**src/rtl/display_scan_scheduler_pkg.sv**
```systemverilog
// Shared display definitions: scan FSM states, digit count and the anode decoder
// used by every block that drives the common-anode display.
package display_scan_scheduler_pkg;

  localparam int NUM_DIGITS = 8;

  typedef enum logic [1:0] {OFF, BLANK, ON, DIM} ScanState;

  // Active-low one-hot anode pattern for the given digit index.
  function automatic logic [NUM_DIGITS-1:0] anode_decode(input logic [2:0] idx);
    logic [NUM_DIGITS-1:0] oneHot;
    oneHot = {{(NUM_DIGITS-1){1'b0}}, 1'b1} << idx;
    return ~oneHot;
  endfunction

endpackage

```
**src/rtl/display_scan_scheduler_digit_rr_select.sv**
```systemverilog
// Rotate-priority encoder: finds the next enabled digit strictly after i_ptr,
// searching upward and wrapping, with i_ptr itself as the last candidate.
module digit_rr_select
  import display_scan_scheduler_pkg::*;
(
  input  logic [NUM_DIGITS-1:0] i_mask,
  input  logic [2:0]            i_ptr,
  output logic [2:0]            o_nextPtr,
  output logic                  o_wrap,
  output logic                  o_none
);

  logic [2:0] w_idx;

  // Walk candidates from farthest to nearest so the nearest enabled one wins.
  always_comb begin
    o_nextPtr = i_ptr;
    w_idx     = i_ptr;
    for (int k = NUM_DIGITS; k >= 1; k--) begin
      w_idx = i_ptr + 3'(k);
      if (i_mask[w_idx]) o_nextPtr = w_idx;
    end
  end

  assign o_wrap = (o_nextPtr <= i_ptr);
  assign o_none = (i_mask == '0);

endmodule

```
**src/rtl/display_scan_scheduler.sv**
```systemverilog
// Time-slot scanner for the 8-digit display: blanking, brightness on-window
// and round-robin digit ownership over the enabled digits.
module display_scan_scheduler
  import display_scan_scheduler_pkg::*;
#(
  parameter int TICK_DIV  = 208333,
  parameter int BLANK_CYC = 1000
) (
  input  logic       i_clk,
  input  logic       i_reset,
  input  logic       i_en,
  input  logic [7:0] i_digit_mask,
  input  logic [2:0] i_bright,
  output logic [7:0] o_an,
  output logic [2:0] o_seg_sel,
  output logic       o_frame_start
);

  localparam int             CW        = $clog2(TICK_DIV);
  localparam logic [CW-1:0]  CNT_LAST  = CW'(TICK_DIV - 1);
  localparam logic [CW:0]    BLANK_END = (CW+1)'(BLANK_CYC);
  localparam logic [CW+3:0]  TICK_EXT  = (CW+4)'(TICK_DIV);

  ScanState      r_state;
  logic [CW-1:0] r_cnt;
  logic [2:0]    r_ptr;
  logic [CW:0]   r_onLimit;
  logic [7:0]    r_an;
  logic [2:0]    r_segSel;
  logic          r_frameStart;

  logic [CW+3:0] w_onProduct;
  logic [CW:0]   w_onLimit;
  logic [CW:0]   w_cntInc;
  logic [2:0]    w_searchPtr;
  logic [2:0]    w_nextPtr;
  logic          w_wrap;
  logic          w_none;

  // Product is kept wide enough for 8*TICK_DIV so the shift sees every bit.
  assign w_onProduct = ((CW+4)'(i_bright) + (CW+4)'(1)) * TICK_EXT;
  assign w_onLimit   = (CW+1)'(w_onProduct >> 3);
  assign w_cntInc    = {1'b0, r_cnt} + (CW+1)'(1);

  // From OFF, searching after the top digit yields the lowest enabled digit.
  assign w_searchPtr = (r_state == OFF) ? 3'(NUM_DIGITS - 1) : r_ptr;

  digit_rr_select u_select (
    .i_mask    (i_digit_mask),
    .i_ptr     (w_searchPtr),
    .o_nextPtr (w_nextPtr),
    .o_wrap    (w_wrap),
    .o_none    (w_none)
  );

  always_ff @(posedge i_clk or posedge i_reset) begin
    if (i_reset) begin
      r_state      <= OFF;
      r_cnt        <= '0;
      r_ptr        <= '0;
      r_onLimit    <= '0;
      r_an         <= 8'hFF;
      r_segSel     <= '0;
      r_frameStart <= 1'b0;
    end else begin
      r_frameStart <= 1'b0;
      if (!i_en) begin
        r_state <= OFF;
        r_cnt   <= '0;
        r_ptr   <= '0;
        r_an    <= 8'hFF;
      end else if (r_state == OFF) begin
        if (!w_none) begin
          r_state      <= BLANK;
          r_cnt        <= '0;
          r_ptr        <= w_nextPtr;
          r_segSel     <= w_nextPtr;
          r_onLimit    <= w_onLimit;
          r_frameStart <= 1'b1;
          r_an         <= 8'hFF;
        end
      end else if (r_cnt == CNT_LAST) begin
        // Slot boundary: mask and brightness are sampled only here.
        r_cnt <= '0;
        r_an  <= 8'hFF;
        if (w_none) begin
          r_state <= OFF;
          r_ptr   <= '0;
        end else begin
          r_state      <= BLANK;
          r_ptr        <= w_nextPtr;
          r_segSel     <= w_nextPtr;
          r_onLimit    <= w_onLimit;
          r_frameStart <= w_wrap;
        end
      end else begin
        r_cnt <= r_cnt + 1'b1;
        case (r_state)
          BLANK: begin
            if (w_cntInc == BLANK_END) begin
              r_state <= ON;
              r_an    <= anode_decode(r_ptr);
            end
          end
          ON: begin
            if (w_cntInc == r_onLimit) begin
              r_state <= DIM;
              r_an    <= 8'hFF;
            end
          end
          default: ;
        endcase
      end
    end
  end

  assign o_an          = r_an;
  assign o_seg_sel     = r_segSel;
  assign o_frame_start = r_frameStart;

endmodule
```
**config.mk**
```make
export PLATFORM = sky130hd
export DESIGN_NAME = display_scan_scheduler
export DESIGN_NICKNAME = d
export VERILOG_FILES = /design/src/rtl/display_scan_scheduler_pkg.sv /design/src/rtl/display_scan_scheduler_digit_rr_select.sv /design/src/rtl/display_scan_scheduler.sv
export SDC_FILE = /design/constraint.sdc
export NUM_CORES = 1
export LEC_CHECK = 0
export CAP_MARGIN = 20
export CORE_MARGIN = 1.5
export CORE_UTILIZATION = 40
export CTS_CLUSTER_SIZE = 10
export DETAILED_ROUTE_END_ITERATION = 16
export GPL_ROUTABILITY_DRIVEN = 0
export PLACE_DENSITY = 0.56
export REMOVE_ABC_BUFFERS = 1
export SLEW_MARGIN = 30
export SYNTH_ARGS = -nofsm -noshare
export SYNTH_HDL_FRONTEND = slang
export SYNTH_SLANG_ARGS = --single-unit
```
**constraint.sdc**
```tcl
create_clock -name i_clk -period 5.3 [get_ports i_clk]
set_clock_uncertainty 0.2 [all_clocks]
set_input_delay 1.06 -clock i_clk [delete_from_list [all_inputs] [get_ports i_clk]]
set_output_delay 1.06 -clock i_clk [all_outputs]
set_load 0.01 [all_outputs]
```
==> flow_summary.yaml <==
outcome:
  outcome: "completed"
sta:
  fin_crit_sh_pct: 92.6
  worstMarginPinSlew_ns: 0.897
  max_freq_ghz: 0.204
  setup_violations: 0
  finalHoldViolCount: 0
  max_slew_margin_pct: 39.6
  slew_viol_final: 0
  rsz0062_at_grt: "no"
  period_needed_ns: 4.91
  setup_tns_ns: 0
yosys:
  synth_enable_flop_cells: 0
  yosysWarningCount: 0
  synth_async_sr_flop_share_pct: 100
  yosys.area_share.adder_pct: 10.5
  ys_seq_area_share_pct: 26.1
  synth_top_family_by_area: "simple AND/OR/NAND/NOR gates"
  syn_inst: 605
  yosys.area_share.simple_pct: 21.8
  synth_xor_area_share_pct: 9.57
  netlist_area_sq_um: 5220
  syn_area_per_cell_sq_um: 8.62
  synth.area.mux_share_pct: 7.60
  ys_seq_elements: 54
  ys.flop_type: "dfrtp_1"
  synth_compound_area_share_pct: 19.3
  synth.distinct_cells: 75
global_routing:
  antenna_found_initial: 0
  grt.total_usage_pct: 21.0
  grt_max_degree: 41
  grt_pass1_vias: 4223
  grt.overflow.total: 0
  grt_pass1_wl_um: 22300
drt:
  drtIter0Drc: 337
  wl_met3_um: 698
  dr.pass1.iters: 5
  drc: 0
  via_count: 4523
  routed_wl_um: 13600
  wirelength_met1_um: 6540
  wl_per_cell_um: 17.1
  final_antenna_net_count: 0
  vias_per_cell: 5.71
  top_layer: "met4"
  wl_met2_um: 6060
final_layout:
  fin_util_pct: 45.9
  antenna_cells: 0
  areaGrowthSynthToFinish_pct: 11.5
  nets: 675
  drive_gt1_share_pct: 11.8
die:
  rows: 41
  die_height_um: 117
  initial_core_util_pct: 41.2
  die_x_um: 117
  pin_count: 26
  core_sq_um: 12700
  die-area_sq_um: 13700
place:
  hpwl_um: 10400
  port_buffers: 25
power:
  p_leak_nw: 2.45
  ir_drop_mv: 0.164
  p_sw_w: 0.000691
  power_frac_comb_pct: 46.4
  power.internal_w: 0.00115
  power_w: 0.00184
  p_clk_share_pct: 23.2
  power_frac_seq_pct: 30.4
  switching_share_pct: 37.6
  powerDensity_nw_per_um2: 316
clocking:
  cts_sinks: 54
  cts_tree: "done"
  cts_hold_buf: 0
  numCtsBuffers: 5
  cts-root-buf: "clkbuf_16"
  cts.path.max_buffers: 2
  h-tree-depth: 2
  cts.clk_slew.worst_paths_ns: 0.07
  clk_latency_ns: 0.30
worst_hold_path:
  worstHoldPathCells: 2
  hp-class: "flip-flop to flip-flop"
setup_path:
  cpPeakStageDelay_ns: 0.52
  critPathMaxFanout: 4
  required_ns: 5.28
  cpMostUsedCell: "ha_1"
  slowest_stage: "clkdlybuf4s50_1"
  worstPathCellList: "clkdlybuf4s50_1, inv_1, ha_1, inv_1, ha_1, ha_1, ha_1, a21o_1, a21o_1, a2111oi_0, nor3_1, a211oi_2, nor2_1, a41oi_1, xor2_1, o21ai_0"
  critical_path_cell_count: 16
  crit_buf_inv: 3
  critPathCaptureType: "flip-flop"
  start_kind: "primary input"
  crit_type: "primary input to flip-flop"
  rr_worst_depth: 16
  arrival_ns: 4.89
  crit_family: "compound AO/OA/AOI/OAI gates"
run:
  maxCapViolCount: 0
## synth_stat cells (4+ instances only)
| cell type | count | area [sq um] |
|---|---|---|
| xor2_1 | 25 | 219 |
| o21bai_1 | 4 | 30.0 |
| a211oi_1 | 11 | 82.6 |
| a21oi_1 | 26 | 130 |
| nand2_1 | 75 | 282 |
| ha_1 | 39 | 488 |
| buf_2 | 8 | 40.0 |
| buf_4 | 4 | 30.0 |
| nor2b_1 | 9 | 56.3 |
| nor2_1 | 27 | 101 |
| nand2b_1 | 5 | 31.3 |
| a21o_1 | 15 | 113 |
| mux4_2 | 8 | 180 |
| or3_1 | 5 | 31.3 |
| mux2i_1 | 7 | 70.1 |
| nor4_1 | 8 | 50.1 |
| or2_2 | 5 | 31.3 |
| mux2_2 | 12 | 135 |
| nand3_1 | 22 | 110 |
| and3_1 | 10 | 62.6 |
| o31ai_1 | 10 | 75.1 |
| nor3_1 | 15 | 75.1 |
| xnor2_1 | 32 | 280 |
| nand4_1 | 11 | 68.8 |
| o21ai_0 | 41 | 205 |
| clkbuf_1 | 17 | 63.8 |
| and2_1 | 6 | 37.5 |
| dfrtp_1 | 46 | 1150 |
| inv_1 | 23 | 86.3 |
| dfstp_2 | 8 | 210 |
## metal layers
layer | global-route usage [%] | vias up
li1 | - | 2226
met1 | 30.3 | 2142
met2 | 32.3 | 139
met3 | 3.40 | 16
met4 | 6.02 | 0
met5 | 0 | -
## final cells by class
type                            instances  area (sq um)
Clock buffer                            5           125
Clock inverter                          3          63.8
Fill cell                            1229          6850
Inverter                               25          93.8
Multi-Input combinational cell        493          3600
Sequential cell                        54          1360
Tap cell                              172           215
Timing Repair Buffer                   40           363
## flip-flops by register name, summed over array words and instances, names as in the netlist
name           flops
o_seg_sel          3
r_ptr              3
o_an               8
r_cnt             18
o_frame_start      1
r_state            2
r_onLimit         19
## cell usage in the layout, fill, tap and decap left out, drive strengths merged, types with 15 or more instances in the layout
master	synthesis	layout
a21o	15	15
nor2	29	29
a21oi	26	26
inv	24	24
dfrtp	46	46
ha	39	39
xor2	25	25
nand3	23	23
nand2	75	75
o21ai	42	42
nor3	16	16
buf	16	15
clkdlybuf4s50	0	25
xnor2	32	32
## through the flow
stage	hold slack [ns]	setup slack (ns)	cells	instance area [sq um]
2_1_floorplan	0.264	0.561	572	5050
3_3_place_gp	0.268	0.114	784	5620
3_5_place_dp	0.275	0.00908	784	5620
4_1_cts	0.292	0.301	792	5810
5_1_grt	0.327	0.100	792	5820
6_report	0.285	0.391	792	5820
## logic make-up after synthesis
group | Yosys count
AND/OR/NAND/NOR | 218
AO/OA/AOI/OAI | 147
buffers and inverters | 58
XOR/XNOR | 57
flip-flops | 54
adder cells (fa/ha/maj) | 42
multiplexers | 28
other | 1
## timing repair
action,CTS,global route
resized for setup,0,1
setup endpoints to repair,0,1
buffers inserted,0,0
## path summary, 6_finish.rpt
kind	start	to	slack [ns]
max	i_bright[0]	r_onLimit[17]	0.39
min	o_seg_sel[0]	o_seg_sel[0]	0.29
max reg2reg	r_state[0]	o_frame_start	0.69
min reg2reg	o_seg_sel[0]	o_seg_sel[0]	0.29
max in group asynchronous	i_reset	r_cnt[17]	3.23
min in group asynchronous	i_reset	r_onLimit[0]	0.83
## power groups by stage
| stage | Combinational [W] | Sequential (W) | Clock [W] |
|---|---|---|---|
| 2_1_floorplan | 0.000600 | 0.000563 | 0 |
| 3_3_place_gp | 0.000828 | 0.000563 | 0 |
| 3_5_place_dp | 0.000837 | 0.000567 | 0 |
| 4_1_cts | 0.000843 | 0.000559 | 0.000440 |
| 5_1_grt | 0.000941 | 0.000571 | 0.000453 |
| 6_report | 0.000853 | 0.000558 | 0.000427 |
## worst register-to-register path, cell delays in order, from the launching register on
cell and delay, ns:
dfrtp_1 0.51, nor2_4 0.38, nor2_4 0.07, inv_2 0.37, ha_1 0.37, inv_1 0.12
mux4_2 0.32, and2_1 0.19, o21bai_1 0.19, a31oi_1 0.10, and3_1 0.19, o32a_1 0.36
or2_2 0.29, ha_1 0.32, nand3_1 0.07, a311o_1 0.28, and4b_1 0.17
Note: power is estimated with default switching activity, not from simulation.
